File: src/rtl/servo_pkg.sv
// Shared types and constants for the servo pulse decoder.
package servo_pkg;

    localparam int SERVO_W   = 8;
    localparam int SERVO_MAX = 255;

    // Servo value forced on loss of signal when the failsafe build is used.
    localparam logic [SERVO_W-1:0] FAILSAFE_DEFAULT = 8'd128;

    typedef enum logic [1:0] {
        WAIT_LOW,
        IDLE,
        OFFSET,
        MEASURE
    } state_e;

endpackage

File: src/rtl/pwm_sync_edge.sv
// Two-flop synchronizer followed by a registered rise/fall detector.
// level_o is delayed to line up with the edge strobes, so the first cycle
// that shows rise_o is also the first cycle that shows level_o high.
// RESET_VAL sets the assumed line level out of reset; presetting to 1
// makes a line that is low at reset release look like a falling edge
// rather than a rising one.
module pwm_sync_edge #(
    parameter logic RESET_VAL = 1'b0
) (
    input  logic clk,
    input  logic rst,
    input  logic d_i,
    output logic level_o,
    output logic rise_o,
    output logic fall_o
);

    logic meta_q, sync_q, level_q, rise_q, fall_q;

    // Synchronize the pin, then register the edge strobes.
    always_ff @(posedge clk or posedge rst) begin
        if (rst) begin
            meta_q  <= RESET_VAL;
            sync_q  <= RESET_VAL;
            level_q <= RESET_VAL;
            rise_q  <= 1'b0;
            fall_q  <= 1'b0;
        end else begin
            meta_q  <= d_i;
            sync_q  <= meta_q;
            level_q <= sync_q;
            rise_q  <= sync_q & ~level_q;
            fall_q  <= ~sync_q & level_q;
        end
    end

    assign level_o = level_q;
    assign rise_o  = rise_q;
    assign fall_o  = fall_q;

endmodule

File: src/rtl/pwm_to_servo.sv
// Servo pulse decoder: measures the high time of a servo-style PWM pulse
// and reconstructs the 8-bit command, with loss-of-signal detection.
// Optional build macro PWM_TO_SERVO_FAILSAFE_EN: when defined, servo is
// forced to FAILSAFE_VALUE with one valid strobe as signal_lost rises.
// Assumes 2 <= MIN_CLKS < TIMEOUT_CLKS and STEP_CLKS >= 1.
module pwm_to_servo
    import servo_pkg::*;
#(
    parameter int unsigned         MIN_CLKS       = 100000,
    parameter int unsigned         STEP_CLKS      = 392,
    parameter int unsigned         TIMEOUT_CLKS   = 2500000,
    parameter logic [SERVO_W-1:0]  FAILSAFE_VALUE = FAILSAFE_DEFAULT
) (
    input  logic               clk,
    input  logic               rst,
    input  logic               pwm_in,
    output logic [SERVO_W-1:0] servo,
    output logic               valid,
    output logic               signal_lost
);

`ifdef PWM_TO_SERVO_FAILSAFE_EN
    localparam bit FAILSAFE_EN = 1'b1;
`else
    localparam bit FAILSAFE_EN = 1'b0;
`endif

    localparam int CNT_W = $clog2(TIMEOUT_CLKS + 1);
    localparam int PS_W  = $clog2(STEP_CLKS + 1);

    localparam logic [CNT_W-1:0]   MIN_C    = CNT_W'(MIN_CLKS);
    localparam logic [CNT_W-1:0]   TO_C     = CNT_W'(TIMEOUT_CLKS);
    localparam logic [CNT_W-1:0]   CNT_ONE  = CNT_W'(1);
    localparam logic [PS_W-1:0]    STEP_C   = PS_W'(STEP_CLKS);
    localparam logic [PS_W-1:0]    PS_ONE   = PS_W'(1);
    localparam logic [SERVO_W-1:0] STEP_SAT = SERVO_W'(SERVO_MAX);
    localparam logic [SERVO_W-1:0] STEP_ONE = SERVO_W'(1);

    logic lvl, rise, fall;

    pwm_sync_edge #(.RESET_VAL(1'b1)) u_sync (
        .clk     (clk),
        .rst     (rst),
        .d_i     (pwm_in),
        .level_o (lvl),
        .rise_o  (rise),
        .fall_o  (fall)
    );

    state_e             state_q, state_d;
    logic [CNT_W-1:0]   hi_q, hi_d;       // high samples seen before this cycle
    logic [CNT_W-1:0]   gap_q, gap_d;     // low clocks spent in IDLE
    logic [PS_W-1:0]    presc_q, presc_d;
    logic [SERVO_W-1:0] step_q, step_d;
    logic [SERVO_W-1:0] servo_q, servo_d;
    logic               valid_q, valid_d;
    logic               lost_q, lost_d;

    // State, counters and registered outputs.
    always_ff @(posedge clk or posedge rst) begin
        if (rst) begin
            state_q <= WAIT_LOW;
            hi_q    <= '0;
            gap_q   <= '0;
            presc_q <= '0;
            step_q  <= '0;
            servo_q <= '0;
            valid_q <= 1'b0;
            lost_q  <= 1'b1;
        end else begin
            state_q <= state_d;
            hi_q    <= hi_d;
            gap_q   <= gap_d;
            presc_q <= presc_d;
            step_q  <= step_d;
            servo_q <= servo_d;
            valid_q <= valid_d;
            lost_q  <= lost_d;
        end
    end

    // Next-state, width measurement, publish and loss detection.
    always_comb begin
        state_d = state_q;
        hi_d    = hi_q;
        gap_d   = gap_q;
        presc_d = presc_q;
        step_d  = step_q;
        servo_d = servo_q;
        valid_d = 1'b0;
        lost_d  = lost_q;

        unique case (state_q)
            // Drop any pulse already in progress; only a clean low arms us.
            WAIT_LOW: begin
                if (!lvl) begin
                    state_d = IDLE;
                    gap_d   = '0;
                end
            end

            IDLE: begin
                if (rise) begin
                    // The rising sample is itself the first high sample.
                    state_d = OFFSET;
                    hi_d    = CNT_ONE;
                end else if (gap_q != TO_C) begin
                    gap_d = gap_q + CNT_ONE;
                    if (gap_d == TO_C) lost_d = 1'b1;
                end
            end

            OFFSET, MEASURE: begin
                if (hi_q == TO_C) begin
                    // Stuck high; also wins over a fall landing on this cycle.
                    lost_d  = 1'b1;
                    state_d = WAIT_LOW;
                end else if (fall) begin
                    // Counters already include every high sample of the pulse,
                    // including any prescaler wrap on the last one.
                    servo_d = (state_q == MEASURE) ? step_q : '0;
                    valid_d = 1'b1;
                    lost_d  = 1'b0;
                    state_d = IDLE;
                    gap_d   = '0;
                end else begin
                    hi_d = hi_q + CNT_ONE;
                    if (state_q == OFFSET) begin
                        if (hi_d == MIN_C) begin
                            state_d = MEASURE;
                            presc_d = '0;
                            step_d  = '0;
                        end
                    end else begin
                        presc_d = presc_q + PS_ONE;
                        if (presc_d == STEP_C) begin
                            presc_d = '0;
                            if (step_q != STEP_SAT) step_d = step_q + STEP_ONE;
                        end
                    end
                end
            end

            default: state_d = WAIT_LOW;
        endcase

        if (FAILSAFE_EN && lost_d && !lost_q) begin
            servo_d = FAILSAFE_VALUE;
            valid_d = 1'b1;
        end
    end

    assign servo       = servo_q;
    assign valid       = valid_q;
    assign signal_lost = lost_q;

endmodule
File: config.mk
export PLATFORM = sky130hd
export DESIGN_NAME = pwm_to_servo
export DESIGN_NICKNAME = d
export VERILOG_FILES = /design/src/rtl/servo_pkg.sv /design/src/rtl/pwm_sync_edge.sv /design/src/rtl/pwm_to_servo.sv
export SDC_FILE = /design/constraint.sdc
export NUM_CORES = 1
export LEC_CHECK = 0
export CAP_MARGIN = 10
export CORE_MARGIN = 2
export CORE_UTILIZATION = 55
export CTS_BUF_LIST = sky130_fd_sc_hd__clkbuf_4 sky130_fd_sc_hd__clkbuf_8
export CTS_CLUSTER_DIAMETER = 120
export DETAILED_ROUTE_END_ITERATION = 6
export PLACE_DENSITY = 0.72
export SLEW_MARGIN = 20
export SYNTH_ARGS = -nofsm -noshare
export SYNTH_HDL_FRONTEND = slang
export SYNTH_SLANG_ARGS = --single-unit
File: constraint.sdc
create_clock -name clk -period 3.9 [get_ports clk]
set_input_delay 0.39 -clock clk [delete_from_list [all_inputs] [get_ports clk]]
set_output_delay 0.39 -clock clk [all_outputs]
set_load 0.01 [all_outputs]
# Word level (Yosys, flattened, before mapping)
# Index checks and enable logic that the tools add are counted.
# classes
addsub	4
eq_ne	21
muxes	34
n_bitwise	6
n_reduce_logical	12
# op_table
operator	count
22-bit 2-to-1 mux	8
22-bit case mux with 3 select lines	1
22-bit by 1-bit adder with 22-bit output (second input constant)	2
22-bit equality test (second input constant)	2
22-bit case mux with 2 select lines	1
8-bit 2-to-1 mux	5
9-bit 2-to-1 mux	3
22-bit by 17-bit equality test with 1-bit output (second input constant)	1
22-bit inequality test (second input constant)	1
2-bit 2-to-1 mux	6
2-bit inequality test (second input constant)	6
4-bit AND reduction	3
5-bit AND reduction	2
9-bit by 1-bit adder with 9-bit output (second input constant)	1
9-bit equality test (second input constant)	1
8-bit by 1-bit adder with 8-bit output (second input constant)	1
1-bit 2-to-1 mux	8
4-bit by 3-bit inequality test with 1-bit output (second input constant)	2
8-bit inequality test (second input constant)	1
2-bit by 1-bit inequality test with 1-bit output (second input constant)	3
2-bit case mux with 3 select lines	1
6-bit AND reduction	1
2-bit nonzero test	3
2-bit equality test (second input constant)	2
other kinds (8)	12
# word_totals
ff_bits	78
in_bits	3
output_inout_bits	10
word_cells	90

# Depth between registers and ports, before layout
# logic_depth
word_depth	7
depth_mapped	11
ltp_nobuf	9

# Modules after synthesis
# From an unflattened synthesis, not the netlist that was laid out.
# hier_totals
hier_cells	581
hier_area_um2	4778.3
# modules_own_cells
module	instances	cells_each	area_each_um2	seq_area_each_um2
pwm_to_servo	1	573	4630.7	1828.0
pwm_sync_edge	1	8	147.6	128.9

# Worst setup path after synthesis
# OpenSTA, ideal clock, no wires.
# synth_timing
kind	reg-to-reg
start	register gap_q[11]
end	register gap_q[17]
setup_time_ns	0.124
arrival_ns	2.373
setup_slack_ns	1.403
path_stages_with_launch	10
n_path_buf	2
period_less_slack_ns	2.497
path_cell_list	dfrtp_1 buf_6 nor4_2 nand4_1 or4_1 or4_4 nand4_2 buf_6 nor3_1 a211o_1
# synth_via
elab_chain_len	4
word_cells_on_any_way	7
cone_classes	add/sub (1); eq/ne (2); mux (3); reduce/logical (1)
# synth_rtl
element	line_no	text
from (decl)	pwm_to_servo.sv:52	logic [CNT_W-1:0] gap_q, gap_d;
from (signal assigned)	pwm_to_servo.sv:73	gap_q <= gap_d;
22-bit by 1-bit adder with 22-bit output	pwm_to_servo.sv:108	gap_d = gap_q + CNT_ONE;
22-bit 2-to-1 mux	pwm_to_servo.sv:107	end else if (gap_q != TO_C) begin
22-bit 2-to-1 mux	pwm_to_servo.sv:103	if (rise) begin
22-bit case mux with 3 select lines	pwm_to_servo.sv:93	unique case (state_q)
# Several ways; a longest one is shown, not always the timed one. The select of a mux whose other input is x is not followed.
# A chain may end at the register's enable or synchronous reset.

# Worst setup path in the final report
# layout_timing
start	register hi_q[6]
end	register hi_q[13]
# layout_via
elab_chain_len	4
word_cells_on_any_way	7
cone_classes	add/sub (1); eq/ne (2); mux (3); reduce/logical (1)
# layout_rtl
element	line_no	text
from (decl)	pwm_to_servo.sv:51	logic [CNT_W-1:0] hi_q, hi_d;
from (signal assigned)	pwm_to_servo.sv:72	hi_q <= hi_d;
22-bit by 1-bit adder with 22-bit output	pwm_to_servo.sv:127	hi_d = hi_q + CNT_ONE;
22-bit 2-to-1 mux	pwm_to_servo.sv:118	end else if (fall) begin
22-bit 2-to-1 mux	pwm_to_servo.sv:114	if (hi_q == TO_C) begin
22-bit case mux with 2 select lines	pwm_to_servo.sv:93	
# Several ways; a longest one is shown, not always the timed one. The select of a mux whose other input is x is not followed.

==> results.txt <==
- The run finished, with violations left.
- The checks that failed: design-rule violations.
- The die covers 9290 µm².
- Crit path time final: 3.02 ns
- Net switching fraction of the power: 0.387
- Highest fanout seen on the critical path: 20
- Hold bufs inserted after CTS: 0
- Critical Path RT: 4.15 ns
* Hold crit path type: register to register
- The slowest stage of the critical path belongs to the cell sky130_fd_sc_hd__or4b_2.
- The worst register-to-register path has a setup slack of 0.88 ns.
* Number of diodes added for antenna fixing: 0
- After detailed routing, the number of remaining DRC violations is 1.
- Maximum single-stage delay on the critical path: 0.69 ns
- From synthesis to final layout, the design area changed by 6.82%.
* Pin count of the biggest net entering global routing: 41
- Number of buffer and inverter instances along the worst setup path: 0
- The tree is rooted in a sky130_fd_sc_hd__clkbuf_8.
* Avg Cell Area, Syn: 8.58 µm²
- Placeable core region: 8260 µm²
- Iteration-0 DRC count of the detailed router: 297
- The share of total power dissipated in combinational logic is 0.332.
* Routed metal-1 wire length: 5.05 mm
* Part of the power in registers: 0.416
- After legalization and detailed placement, the total HPWL measured 7.36 mm.
* Number of global-route vias before repair: 3892
- Port Buf Inserts: 12
* Distinct cell type count of the synthesized netlist: 62
* Start of the worst register-to-register path: hi_q[6]
- Post-place setup slack: 0.942 ns
* Start point of the worst min-delay path: u_sync.meta_q
* Layout Skew: 0.0110 ns
* Crit path max-delay family: simple AND/OR/NAND/NOR gates
* Final slew viol count: 0
- Dividing the detail-routed via count by the number of cells gives 6.39.
- The hold violation total from the final report is 0.
* Number of buffers inserted during clock tree synthesis: 9
- Number of synthesized register bits: 78
* Worst Slack Setup Final: 0.877 ns
* DP Area: 4800 µm²
- The worst setup path is of the register to register kind.
* Commonest register cell after synthesis: sky130_fd_sc_hd__dfrtp_1
* Leakage power: 2.00 nW
- In this run the critical register-to-register path is captured at hi_q[13].
- Along the worst hold path, the cell count comes to 0.
- Setup repair after global routing left no endpoint under its margin.
- Buffer depth of the longest clock path: 2
* Sequential cell area: 1960 µm²
- Effective utilization at floorplan: 0.568
- CTS built an H-tree with a depth of 3.
- Summing every instance area after synthesis gives 4690 µm².
* Fraction of power consumed by the clock network: 0.252
- Post-cts resize count: 0
* Pre-antenna DRT Iters: 7
* Register clock-pin slew on the reported worst setup and hold paths: 0.08 ns
- Post-synthesis instance total: 547
* Top-level I/O count: 13
* Fin area: 5010 µm²
- The clock reaches the later pin of the worst-skew pair after 0.35 ns.
- For the pin with the worst max-slew slack, the measured transition is 0.775 ns.
* Maximum VDD drop: 0.000219 V
- Counting the fill cells in the layout gives 740.
- Tot GR Track Use: 0.252
- First-pass GRT wire length: 18.6 mm
- Post-route setup TNS: 0 ns
- Reported net switching power: 0.977 mW
- Proportion of layout cells with a drive suffix above 1: 0.0769
- The clock net in this run drives a total of 78 sinks.
- Internal power comes to 1.55 mW.
* Global placer's final weighted congestion: 0.906
* Met2 wire length: 4.89 mm
- In the synthesized netlist the async set-or-reset flop fraction comes to 1.00.
* Kind of launch point of the worst setup path: register
- Count of yosys warnings during synthesis: 0
- Cell depth of the worst flop-to-flop path: 6
* Horizontal die dimension: 96.4 µm
- After detailed routing, the average wire length per cell comes to 16.3 µm.
- Die height: 96.4 µm
* Antenna Violating Nets Remaining: 0
- Worst rel slew slack: 0.483
- Traced cell by cell, the critical path runs through or4b_2 -> nor4_1 -> nand3_1 -> nand2b_1 -> o21ai_0 -> o31ai_1.
- Highest clock rate: 0.331 GHz
* Worst Hold Path EP: u_sync.sync_q
- Critical path endpoint category: register
* Signal arrival time at the worst endpoint: 3.27 ns
* Initial antenna violation count: 0
- Number of endpoints failing setup at the final stage: 0
* Number of nets produced by synthesis: 556
* Clock tree from TritonCTS: built
- Max-Cap Viols: 0
- The final layout contains 550 nets.
* Multi-input combinational cell area: 2530 µm²
- Uppermost routed layer: met4
* Setup Fix Bufs, Post-CTS: 0
* Final routed wirelength across all metal layers: 10.6 mm
* Sequential share of the synthesized area: 0.417
- Dividing the final minimum period by the clock period gives 0.775.
- Remaining Overflow, GRT: 0
- Amount of wire on met3 after detailed routing: 557 µm
- In this run the power density over the cells is 503 nW/µm².
- After floorplanning, the core was divided into 33 placement rows.
* Vias: 4158
- Counting flops with a built-in enable in the synthesized netlist gives 0.
[registers in the layout (all words and copies together) (netlist names)]
| name | flops |
|---|---|
| gap_q | 22 |
| hi_q | 22 |
| presc_q | 9 |
| servo | 8 |
| step_q | 8 |
| state_q | 2 |
| signal_lost | 1 |
| u_sync.fall_o | 1 |
| u_sync.level_o | 1 |
| u_sync.meta_q | 1 |
| u_sync.rise_o | 1 |
| u_sync.sync_q | 1 |
| valid | 1 |
[final cells by class]
cell class / instances / area share
sequential: 78 / 0.390
inverter: 10 / 0.00774
clock buffer: 11 / 0.0302
multi-input combinational: 426 / 0.504
tap: 105 / 0.0262
clock inverter: 5 / 0.0115
timing repair buffer: 16 / 0.0299
[stage by stage]
stage	instances	hold slack, ns	utilization	total power, mW
after floorplan	547	0.345	-	1.70
after global placement	635	0.346	0.582	1.86
after detailed placement	635	0.347	0.582	1.89
after CTS	651	0.359	0.607	2.53
after global routing	651	0.363	0.607	2.70
final	651	0.358	0.607	2.52
[power by group through the flow]
| stage | clock network, mW | registers [mW] | logic [mW] |
|---|---|---|---|
| after global placement | 0 | 1.06 | 0.804 |
| after detailed placement | 0 | 1.06 | 0.829 |
| after CTS | 0.652 | 1.05 | 0.833 |
| after floorplan | 0 | 1.01 | 0.694 |
| after global routing | 0.688 | 1.07 | 0.947 |
| final | 0.637 | 1.05 | 0.837 |
[how the worst max path moves through the flow]
stage | start | end | slack (ns) | cells past startpoint
after detailed placement | hi_q[6] | hi_q[13] | 0.94 | 6
after global routing | hi_q[9] | hi_q[10] | 0.74 | 6
final | hi_q[6] | hi_q[13] | 0.88 | 6
after floorplan | gap_q[11] | gap_q[17] | 1.40 | 9
after CTS | hi_q[9] | hi_q[13] | 0.92 | 6
after global placement | hi_q[6] | hi_q[13] | 0.99 | 6
[metal layers]
layer  up-vias  global-route usage
met5         -                   0
met4         0              0.0728
met3         7              0.0403
met2       129               0.392
met1      2034               0.366
li1       1988                   -
[synthesized netlist by cell type (5+ instances only)]
cell / number / area (µm²)
sky130_fd_sc_hd__nor2_1: 40 / 150
sky130_fd_sc_hd__nor4_1: 8 / 50.1
sky130_fd_sc_hd__a21o_1: 10 / 75.1
sky130_fd_sc_hd__nand2b_1: 17 / 106
sky130_fd_sc_hd__xnor2_1: 9 / 78.8
sky130_fd_sc_hd__or4_1: 5 / 37.5
sky130_fd_sc_hd__buf_2: 13 / 65.1
sky130_fd_sc_hd__a21oi_1: 6 / 30.0
sky130_fd_sc_hd__and3_1: 9 / 56.3
sky130_fd_sc_hd__nand2_1: 70 / 263
sky130_fd_sc_hd__inv_1: 10 / 37.5
sky130_fd_sc_hd__nand3_1: 27 / 135
sky130_fd_sc_hd__o211ai_1: 6 / 45.0
sky130_fd_sc_hd__clkbuf_1: 10 / 37.5
sky130_fd_sc_hd__xor2_1: 5 / 43.8
sky130_fd_sc_hd__dfrtp_1: 74 / 1850
sky130_fd_sc_hd__a22o_1: 9 / 78.8
sky130_fd_sc_hd__a31oi_1: 5 / 31.3
sky130_fd_sc_hd__nor3_1: 10 / 50.1
sky130_fd_sc_hd__nand4_1: 21 / 131
sky130_fd_sc_hd__o21ai_0: 63 / 315
sky130_fd_sc_hd__o31ai_1: 23 / 173
sky130_fd_sc_hd__nor2b_1: 10 / 62.6
sky130_fd_sc_hd__or3_1: 7 / 43.8
sky130_fd_sc_hd__ha_1: 6 / 75.1
sky130_fd_sc_hd__o41ai_1: 7 / 61.3
sky130_fd_sc_hd__and2_1: 7 / 43.8
[placed cells by master, fill, tap and decap left out, drive strengths merged, types with 5 or more instances in the layout]
cell type       n
nor3           10
nand3          28
dfrtp          74
and3            9
and2            8
o211ai          6
nor2           40
a22o            9
inv             9
clkdlybuf4s50  12
xnor2           9
clkbuf         11
nand2b         17
o31ai          23
o21ai          66
nand4          22
a21oi           6
nor4            9
a31oi           5
or3             7
clkinv          5
nand2          71
nor2b          10
xor2            5
or4             6
a21o           10
o41ai           7
ha              6
[logic make-up (layout without fill, tap and decap cells)]
kind of cell | Yosys count | after routing | share of synthesized area
AND/OR/NAND/NOR | 252 | 252 | 0.279
AO/OA/AOI/OAI | 149 | 149 | 0.205
flip-flops | 78 | 78 | 0.417
buffers and inverters | 43 | 42 | 0.0451
XOR/XNOR | 14 | 14 | 0.0261
adder cells (fa/ha/maj) | 6 | 6 | 0.0160
multiplexers | 5 | 5 | 0.0112
Note: power is estimated with default switching activity, not from simulation.
